**src/rtl/dmem_access_unit.sv**
```systemverilog
// Memory-stage load/store initiator for a word-addressed data memory.
// Sub-word stores use read-modify-write; bad requests fault without touching memory.
module dmem_access_unit #(
    parameter int MEM_WORDS = 32
) (
    input  logic        clk,
    input  logic        rst_n,
    input  logic        req_valid,
    output logic        req_ready,
    input  logic        req_we,
    input  logic [2:0]  req_funct3,
    input  logic [31:0] req_addr,
    input  logic [31:0] req_wdata,
    output logic        resp_valid,
    output logic        resp_fault,
    output logic [31:0] resp_rdata,
    output logic [31:0] mem_addr,
    output logic [31:0] mem_wdata,
    output logic        mem_read,
    output logic        mem_write,
    input  logic [31:0] mem_rdata
);

    typedef enum logic [1:0] {IDLE, ACCESS, MERGE_WR} state_t;

    state_t      state;
    logic        we_q;
    logic [2:0]  funct3_q;
    logic [1:0]  lane_q;
    logic [15:0] wdata_q;
    logic        read_q;
    logic        write_q;

    logic        req_fault;
    logic [7:0]  lane_b;
    logic [15:0] lane_h;
    logic [31:0] load_data;
    logic [31:0] merged;

    assign req_ready = (state == IDLE);
    // Strobes are gated by reset so an abandoned RMW never commits on the reset edge.
    assign mem_read  = read_q & rst_n;
    assign mem_write = write_q & rst_n;

    always_comb begin
        req_fault = 1'b0;
        case (req_funct3)
            3'b000:  req_fault = 1'b0;
            3'b001:  req_fault = req_addr[0];
            3'b010:  req_fault = (req_addr[1:0] != 2'b00);
            3'b100:  req_fault = req_we;
            3'b101:  req_fault = req_we | req_addr[0];
            default: req_fault = 1'b1;
        endcase
        if (req_addr[31:2] >= 30'(MEM_WORDS))
            req_fault = 1'b1;
    end

    always_comb begin
        lane_b = mem_rdata[7:0];
        case (lane_q)
            2'd0: lane_b = mem_rdata[7:0];
            2'd1: lane_b = mem_rdata[15:8];
            2'd2: lane_b = mem_rdata[23:16];
            2'd3: lane_b = mem_rdata[31:24];
            default: lane_b = mem_rdata[7:0];
        endcase
        lane_h = lane_q[1] ? mem_rdata[31:16] : mem_rdata[15:0];
        case (funct3_q)
            3'b000:  load_data = {{24{lane_b[7]}}, lane_b};
            3'b100:  load_data = {24'b0, lane_b};
            3'b001:  load_data = {{16{lane_h[15]}}, lane_h};
            3'b101:  load_data = {16'b0, lane_h};
            default: load_data = mem_rdata;
        endcase
    end

    // Merge the store lane into the word just read (SB when funct3[0]=0, SH otherwise).
    always_comb begin
        merged = mem_rdata;
        if (!funct3_q[0]) begin
            case (lane_q)
                2'd0: merged[7:0]   = wdata_q[7:0];
                2'd1: merged[15:8]  = wdata_q[7:0];
                2'd2: merged[23:16] = wdata_q[7:0];
                2'd3: merged[31:24] = wdata_q[7:0];
                default: merged = mem_rdata;
            endcase
        end else if (lane_q[1]) begin
            merged[31:16] = wdata_q;
        end else begin
            merged[15:0] = wdata_q;
        end
    end

    always_ff @(posedge clk) begin
        if (!rst_n) begin
            state      <= IDLE;
            we_q       <= 1'b0;
            funct3_q   <= 3'b000;
            lane_q     <= 2'b00;
            wdata_q    <= 16'h0;
            read_q     <= 1'b0;
            write_q    <= 1'b0;
            resp_valid <= 1'b0;
            resp_fault <= 1'b0;
            resp_rdata <= 32'h0;
            mem_addr   <= 32'h0;
            mem_wdata  <= 32'h0;
        end else begin
            resp_valid <= 1'b0;
            resp_fault <= 1'b0;
            resp_rdata <= 32'h0;
            case (state)
                IDLE: begin
                    if (req_valid) begin
                        we_q     <= req_we;
                        funct3_q <= req_funct3;
                        lane_q   <= req_addr[1:0];
                        wdata_q  <= req_wdata[15:0];
                        if (req_fault) begin
                            resp_valid <= 1'b1;
                            resp_fault <= 1'b1;
                        end else begin
                            state    <= ACCESS;
                            mem_addr <= {2'b00, req_addr[31:2]};
                            if (req_we && req_funct3 == 3'b010) begin
                                write_q   <= 1'b1;
                                mem_wdata <= req_wdata;
                            end else begin
                                read_q <= 1'b1;
                            end
                        end
                    end
                end
                ACCESS: begin
                    if (!we_q) begin
                        read_q     <= 1'b0;
                        resp_rdata <= load_data;
                        resp_valid <= 1'b1;
                        state      <= IDLE;
                    end else if (funct3_q == 3'b010) begin
                        write_q    <= 1'b0;
                        resp_valid <= 1'b1;
                        state      <= IDLE;
                    end else begin
                        read_q    <= 1'b0;
                        write_q   <= 1'b1;
                        mem_wdata <= merged;
                        state     <= MERGE_WR;
                    end
                end
                MERGE_WR: begin
                    write_q    <= 1'b0;
                    resp_valid <= 1'b1;
                    state      <= IDLE;
                end
                default: state <= IDLE;
            endcase
        end
    end

endmodule

```
**config.mk**
```make
export PLATFORM = sky130hd
export DESIGN_NAME = dmem_access_unit
export DESIGN_NICKNAME = d
export VERILOG_FILES = /design/src/rtl/dmem_access_unit.sv
export SDC_FILE = /design/constraint.sdc
export NUM_CORES = 1
export LEC_CHECK = 0
export CORE_ASPECT_RATIO = 1.1
export CORE_MARGIN = 1.5
export CORE_UTILIZATION = 41
export CTS_CLUSTER_DIAMETER = 30
export CTS_CLUSTER_SIZE = 30
export DETAILED_ROUTE_END_ITERATION = 8
export HOLD_SLACK_MARGIN = 0.08
export PLACE_DENSITY = 0.85
export SYNTH_ARGS = -nofsm -noshare
export SYNTH_HDL_FRONTEND = slang
export SYNTH_SLANG_ARGS = --single-unit
export TNS_END_PERCENT = 100
```
**constraint.sdc**
```tcl
create_clock -name clk -period 2.3 [get_ports clk]
set_clock_uncertainty 0.2 [all_clocks]
set_input_delay 0.46 -clock clk [delete_from_list [all_inputs] [get_ports clk]]
set_output_delay 0.46 -clock clk [all_outputs]
set_load 0.05 [all_outputs]
```
Word level (Yosys, flattened, before mapping)
Index checks and enable logic that the tools add are counted.
{"block": "classes", "bitwise_logic": 6, "n_eq_ne": 20, "reduce_logical": 16, "muxes": 40, "order_cmp": 1}
{"cell": "$mux 32", "n": 6}
{"cell": "$pmux 32 s4", "n": 1}
{"cell": "$pmux 32 s2", "n": 1}
{"cell": "$mux 16", "n": 3}
{"cell": "$mux 8", "n": 4}
{"cell": "$pmux 8 s4", "n": 1}
{"cell": "$ge 30x6->1 const B", "n": 1}
{"cell": "$mux 1", "n": 15}
{"cell": "$eq 3x3->1 const B", "n": 4}
{"cell": "$ne 2x2->1 const B", "n": 5}
{"cell": "$reduce_and 5->1", "n": 2}
{"cell": "$mux 2", "n": 4}
{"cell": "$eq 2x2->1 const B", "n": 3}
{"cell": "$eq 3x1->1 const B", "n": 2}
{"cell": "$eq 3x2->1 const B", "n": 2}
{"cell": "$logic_not 3->1", "n": 2}
{"cell": "$pmux 1 s3", "n": 2}
{"cell": "$reduce_and 2->1", "n": 3}
{"cell": "$reduce_and 6->1", "n": 1}
{"cell": "$pmux 1 s5", "n": 1}
{"cell": "$eq 2x1->1 const B", "n": 2}
{"cell": "$logic_not 2->1", "n": 2}
{"cell": "$pmux 2 s2", "n": 1}
{"cell": "$reduce_bool 2->1", "n": 2}
{"cell": "10 further kinds", "n": 13}
{"block": "totals", "regBits": 122, "elab_cells": 95, "out_inout_bits": 101, "in_bits": 103}

Depth between registers and ports, before layout
Gate-level depths: netlist of the first run.
{"block": "logic_depth", "word_depth": 6, "mapped_depth": 9, "ltp_nobuf": 5}

Least setup slack after synthesis of the first run
OpenSTA, ideal clock, no wires.
{"block": "synth_timing", "path_kind": "input port to flip-flop", "from": "input req_addr[7]", "to": "register mem_wdata[30]", "path_slack_ns": -0.042, "required_time_ns": 1.966, "path_buffers": 1, "arrival_time_ns": 2.008, "path_stages": 6, "cell_sequence": "nor4_1 > nand4_1 > nor4_4 > a41o_1 > buf_4 > o221ai_1"}
{"block": "synth_between", "elab_chain_cells": 4}
{"item": "start: declaration", "line_no": "12", "source": "input logic [31:0] req_addr,"}
{"item": "$ge 30x6->1", "line_no": "55", "source": "if (req_addr[31:2] >= 30'(MEM_WORDS))"}
{"item": "$mux 1", "line_no": "55"}
{"item": "$ne 2x2->1 (no source line)"}
{"item": "$reduce_and 6->1 (no source line)"}
{"item": "end signal: assignment", "line_no": "129", "source": "mem_wdata <= req_wdata;"}
{"item": "end signal: assignment", "line_no": "149", "source": "mem_wdata <= merged;"}
{"item": "end: declaration", "line_no": "18", "source": "output logic [31:0] mem_wdata,"}
No other way between the ends.
A chain may end at the register's enable or synchronous reset.

Final worst setup path of the first run
{"block": "layout_timing", "from": "input req_addr[0]", "to": "register mem_wdata[13]"}
{"block": "layout_between", "elab_chain_cells": 5}
{"item": "$or 1x1->1 / $reduce_bool 2->1 (equally long branches)", "line_no": "52, 50"}
{"item": "$pmux 1 s5 (*)", "line_no": "47", "source": "case (req_funct3)"}
{"item": "$mux 1 (*)", "line_no": "55"}
{"item": "$ne 2x2->1 (no source line) (*)"}
{"item": "$reduce_and 6->1 (no source line) (*)"}
Mark *: on every way between the ends. The rest lies on a longest branch, timed or not.

==> results.py, run 1 <==
metrics = {
    "run_status": {
        "status": "finished clean",
    },
    "clock_network": {
        "cts_root_buf": "clkbuf_16",
        "htree_levels": 4,
        "clk_pin_slew_ps": 60,
        "cts_tree": "built",
        "ctsHoldBuffers": 0,
        "cts.sinks": 122,
        "clk_latency_ps": 430,
        "clock_path_buffers": 2,
        "numCtsBuffers": 17,
    },
    "setup_path": {
        "worstSetupPathType": "primary input to flop",
        "cp-start-kind": "primary input",
        "crit_slowest_cell": "clkdlybuf4s50_1",
        "worstPathArrival_ps": 2350,
        "crit_chain": "clkdlybuf4s50_1 > nor3_1 > nor2_1 > nor4_4 > a41o_2 > clkbuf_16 > o221ai_1",
        "path_max_fanout": 8,
        "end_kind": "flop",
        "cpPeakStageDelay_ps": 460,
        "critPathRequiredTime_ps": 2390,
    },
    "floorplanning": {
        "initial_core_util_pct": 41.7,
        "die_area_um2": 14600,
        "die_x_um": 115,
        "core_area_um2": 13700,
        "die_h_um": 127,
        "num_rows": 45,
        "num_io_pins": 204,
    },
    "placement": {
        "gp_congestion": 0.942,
        "numPortBuffers": 201,
        "placed_area_um2": 8180,
        "dpl.hpwl_um": 14400,
    },
    "synthesis": {
        "synthArstFlopShare_pct": 0,
        "syn_inst": 714,
        "synthXorXnorAreaFrac_pct": 0,
        "synth_compound_area_share_pct": 25.9,
        "ys_ff_latch": 122,
        "synth_fa_ha_area_share_pct": 0,
        "netlist-cell-type-count": 44,
        "synth_top_family_by_area": "compound AO/OA/AOI/OAI gates",
        "synth_top_area_cell": "dfxtp_1",
        "syn-cell-area_um2": 5710,
        "syn_avg_cell_area_um2": 7.99,
        "synth_simple_gate_area_share_pct": 18.9,
        "ys_warn_count": 0,
        "synth_ff_type": "dfxtp_1",
        "synth-seq-area-share_pct": 42.8,
        "synth_edf_count": 0,
        "synth_mux_area_share_pct": 5.53,
        "synth_top_area_share_pct": 42.8,
        "synth_area_leaders": "dfxtp_1 43%, a21oi_1 7.1%, nand2_1 5.7%, o21ai_0 5.0%, mux2i_1 4.7%",
    },
    "job": {
        "maxCapViolations": 0,
    },
    "global_route": {
        "overflow": 0,
        "antenna_found_initial": 0,
        "grt_max_degree": 49,
        "grt_pass1_wl_um": 30600,
        "track_usage_pct": 27.2,
        "grt_pass1_vias": 6011,
    },
    "final_layout": {
        "fin_nets": 1035,
        "final_cell_mix": "190 x clkdlybuf4s50_1, 121 x dfxtp_1, 87 x nand2_1, 81 x a21oi_1",
        "design_area_um2": 8880,
        "final_common_cell": "clkdlybuf4s50_1",
        "diodes": 0,
        "layout-drive-gt1-share_pct": 12.5,
        "fillers": 1126,
        "area_growth_pct": 55.5,
    },
    "power_and_ir_drop": {
        "cellPowerDensity_nw_per_um2": 609,
        "vdd_drop_max_mv": 0.400,
        "sequentialPowerShare_pct": 40.0,
        "total_leakage_power_nw": 3.34,
        "switching_power_w": 0.00138,
        "switching_share_pct": 25.5,
        "pwr-share-clk_pct": 48.2,
        "intPower_w": 0.00403,
        "combinationalPowerShare_pct": 11.8,
    },
    "timing": {
        "fmax_mhz": 442,
        "slew_viol_final": 0,
        "finalCritPeriodShare_pct": 98.4,
        "setup_viol": 0,
        "tightest_slew_ps": 663,
        "slew_headroom_pct": 55.4,
        "hold_slack_ps": 255,
        "finalHoldViolations": 0,
        "period_needed_ps": 2260,
    },
    "routing": {
        "vias": 6366,
        "dr.pass1.iters": 6,
        "drtIter0Drc": 722,
        "detail_route.drc_violations": 0,
        "wl_per_cell_um": 17.9,
        "drt_wl_total_um": 20300,
        "ant_nets": 0,
        "via_per_inst": 5.62,
    },
    "hold_path": {
        "hold_class": "flop to flop",
    },
}
-- path summary, 6_finish.rpt --
path / start / to / slack (ps) / cells past startpoint
setup / recovery: req_addr[0] / mem_wdata[13] / 40 / 7
hold / removal: mem_addr[29] / mem_addr[29] / 250 / 1
setup reg to reg: funct3_q[0] / mem_wdata[25] / 230 / 6
hold reg to reg: mem_addr[29] / mem_addr[29] / 250 / 1
-- layout make-up --
type	instances	area [µm²]	share of cell area [%]
Multi-Input combinational cell	495	2940	33.2
Clock inverter	15	153	1.72
Tap cell	188	235	2.65
Inverter	37	139	1.56
Timing Repair Buffer	259	2540	28.6
Sequential cell	122	2440	27.5
Clock buffer	17	425	4.79
-- timing repair --
item / in CTS / in global routing
gates resized for setup: 1 / 14
pin swaps: 3 / 6
hold endpoints to repair: 0 / 0
setup endpoints to repair: 3 / 66
setup buffers: 1 / 2
cloned: 0 / 1
-- layer usage --
metal,vias to the layer above,routed length (µm),global-route usage (%)
li1,2986,-,-
met1,2912,7660,32.7
met2,395,9610,43.8
met3,73,2100,8.07
met4,0,908,14.4
met5,-,0,0
-- Yosys cell counts, drive strengths merged, types with 2 or more instances --
cell    instances
dfxtp         122
nor3b           2
o211ai         19
mux2i          27
nor4            8
nand2          87
nor2           48
or3             2
clkbuf         50
o22ai           7
o31ai           8
nor3            4
mux2            2
nand4           2
buf            11
and2           26
nor2b           2
inv            37
a221oi          7
a41o            2
a221o           6
a211oi         25
nand3          35
a21oi          81
o21ai          57
o221ai         16
nand2b          9
-- power groups by stage --
stage	logic (W)	clock network [W]	registers (W)
2_1_floorplan	0.000270	0	0.00220
3_3_place_gp	0.000598	0	0.00221
3_5_place_dp	0.000606	0	0.00221
4_1_cts	0.000613	0.00263	0.00216
5_1_grt	0.000677	0.00273	0.00217
6_report	0.000637	0.00261	0.00216
-- cells by family (layout without fill, tap and decap cells) --
kind of cell / Yosys count / count (layout)
AO/OA/AOI/OAI: 236 / 236
AND/OR/NAND/NOR: 227 / 227
flip-flops: 122 / 122
buffers and inverters: 98 / 328
multiplexers: 30 / 30
other: 1 / 2
-- stage by stage --
| stage | setup WS, ps | std cells | total power (W) | util (%) | setup TNS (ps) |
|---|---|---|---|---|---|
| after global placement | -352 | 1097 | 0.00281 | 59.8 | -18160 |
| final | 36.1 | 1133 | 0.00541 | 64.9 | 0 |
| after floorplan | 39.9 | 715 | 0.00247 | - | 0 |
| after detailed placement | -470 | 1097 | 0.00281 | 59.8 | -25390 |
| after CTS | 5.33 | 1130 | 0.00541 | 64.1 | 0 |
| after global routing | -34.6 | 1133 | 0.00557 | 64.9 | -341 |
-- flip-flops by register name, indices dropped and copies added, names as in the netlist, 2 cells and up --
signal	flops
mem_wdata	32
resp_rdata	32
funct3_q	3
mem_addr	30
state	2
lane_q	2
wdata_q	16
-- critical path: cells and delay by family --
family                 cells  cell delay [ps]
AND/OR/NAND/NOR            3              810
AO/OA/AOI/OAI              2              440
buffers and inverters      2              630
No activity file was read; power rests on OpenSTA's default activity.
==> run 2, diff against run 1 <==
--- a/config.mk
+++ b/config.mk
@@ -12,7 +12,7 @@
 export CTS_CLUSTER_SIZE = 30
 export DETAILED_ROUTE_END_ITERATION = 8
 export HOLD_SLACK_MARGIN = 0.08
-export PLACE_DENSITY = 0.85
+export PLACE_DENSITY = 0.73
 export SYNTH_ARGS = -nofsm -noshare
 export SYNTH_HDL_FRONTEND = slang
 export SYNTH_SLANG_ARGS = --single-unit
==> results.py, run 2 (same netlist as run 1, synthesis figures left out) <==
metrics = {
    "setup_path": {
        "path_max_fanout": 2,
        "critical_path.top_delay_family": "buffers and inverters",
        "end_kind": "primary output",
        "critPathRequiredTime_ps": 1640,
        "r2r_cells": 6,
        "crit_chain": "clkdlybuf4s50_1",
        "cpPeakStageDelay_ps": 820,
        "worstSetupPathType": "flop to primary output",
        "crit_slowest_cell": "clkdlybuf4s50_1",
        "startpoint": "mem_wdata[14]",
        "timing.rr.end": "mem_wdata[5]",
        "r2r_setup_slack_ps": 170,
        "worstPathArrival_ps": 1600,
        "worst-path-buf-inv": 1,
        "cp-start-kind": "flop",
        "rr_startpoint": "lane_q[0]",
    },
    "routing": {
        "dr.pass1.iters": 5,
        "vias": 6268,
        "via_per_inst": 5.50,
        "drt_wl_total_um": 19700,
        "detail_route.drc_violations": 0,
        "ant_nets": 0,
        "drtIter0Drc": 671,
        "wl_per_cell_um": 17.3,
    },
    "global_route": {
        "antenna_found_initial": 0,
        "grt_pass1_wl_um": 30300,
        "overflow": 0,
        "grt_max_degree": 49,
        "grt_pass1_vias": 5784,
        "track_usage_pct": 26.8,
    },
    "final_layout": {
        "area_growth_pct": 58.3,
        "reg_top3": "mem_wdata x32, resp_rdata x32, mem_addr x30",
        "final_util_pct": 66.0,
        "fin_cells": 1140,
        "final_common_cell": "clkdlybuf4s50_1",
        "fin_nets": 1042,
        "layout-drive-gt1-share_pct": 13.1,
        "final_cell_mix": "190 x clkdlybuf4s50_1, 121 x dfxtp_1, 87 x nand2_1, 81 x a21oi_1, 62 x buf_4",
        "diodes": 0,
    },
    "floorplanning": {
        "num_rows": 45,
        "num_io_pins": 204,
        "initial_core_util_pct": 41.7,
        "die_x_um": 115,
        "core_area_um2": 13700,
        "die_area_um2": 14600,
        "die_h_um": 127,
    },
    "clock_network": {
        "clk_latency_ps": 420,
        "clk_pin_slew_ps": 60,
        "cts.sinks": 122,
        "clock_path_buffers": 2,
        "cts_root_buf": "clkbuf_16",
        "htree_levels": 4,
        "ctsHoldBuffers": 0,
        "numCtsBuffers": 17,
        "cts_tree": "built",
    },
    "timing": {
        "period_needed_ps": 2260,
        "finalCritPeriodShare_pct": 98.2,
        "finalHoldViolations": 0,
        "slew_headroom_pct": 51.8,
        "setup_viol": 0,
        "slew_viol_final": 0,
        "fmax_mhz": 443,
        "final.setup.worst_slack_ps": 40.7,
        "hold_slack_ps": 254,
        "tightest_slew_ps": 721,
    },
    "power_and_ir_drop": {
        "sequentialPowerShare_pct": 38.2,
        "combinationalPowerShare_pct": 11.5,
        "cellPowerDensity_nw_per_um2": 628,
        "total_leakage_power_nw": 3.42,
        "intPower_w": 0.00430,
        "switching_share_pct": 24.2,
        "pwr-share-clk_pct": 50.3,
        "power_w": 0.00567,
        "vdd_drop_max_mv": 0.416,
        "switching_power_w": 0.00137,
    },
    "hold_path": {
        "worstHoldPathCells": 1,
        "holdCritStartpoint": "mem_addr[15]",
        "hold_class": "flop to flop",
        "min_to": "mem_addr[15]",
    },
    "job": {
        "maxCapViolations": 0,
    },
    "run_status": {
        "status": "finished clean",
    },
    "placement": {
        "gp_congestion": 0.958,
        "numPortBuffers": 201,
        "place_inst": 1106,
        "dpl.hpwl_um": 14200,
        "post-place-ws_ps": -335,
    },
}
[run 2: cell types whose count changed in the layout (fill, tap and decap cells not counted), sizes merged]
cell      delta
buf          +7
clkinv       -1
clkinvlp     -2
bufinv       +2
clkbuf       +1
[run 2: through the flow]
step                      TNS [ps]  area, µm²
after CTS                        0       8910
after global routing          -232       9030
after detailed placement    -17490       8280
final                            0       9030
after floorplan                  0       5710
after global placement      -14520       8280
[run 2: what timing repair did]
action,in CTS,in global routing
resized for setup,0,17
endpoints found under the setup margin,0,24
buffers inserted,0,1
[run 2: cell type report]
cell class,instances,area [µm²]
Clock inverter,14,196
Inverter,37,139
Multi-Input combinational cell,495,2960
Tap cell,188,235
Sequential cell,122,2440
Fill cell,1182,4650
Timing Repair Buffer,266,2610
Clock buffer,18,439
[run 2: metal layers]
metal	track usage [%]	part of all wire [%]	wire length, µm
met3	6.12	9.4	1850
met1	33.9	40	7920
met2	42.8	47	9190
met4	13.2	3.6	711
met5	0	0	0
[run 2: worst max-delay path by stage]
| stage | to | slack, ps | depth (start not counted) |
|---|---|---|---|
| 2_1_floorplan | mem_addr[10] | 40 | 6 |
| 3_3_place_gp | mem_wdata[15] | -270 | 9 |
| 3_5_place_dp | mem_wdata[15] | -330 | 8 |
| 4_1_cts | mem_addr[23] | 10 | 1 |
| 5_1_grt | mem_wdata[10] | -30 | 9 |
| 6_report | mem_wdata[14] | 40 | 1 |
[run 2: power groups by stage]
stage | combinational, W | sequential [W] | clock [W]
5_1_grt | 0.000697 | 0.00216 | 0.00297
4_1_cts | 0.000630 | 0.00216 | 0.00287
6_report | 0.000654 | 0.00216 | 0.00285
3_3_place_gp | 0.000623 | 0.00221 | 0
3_5_place_dp | 0.000626 | 0.00221 | 0
2_1_floorplan | 0.000270 | 0.00220 | 0
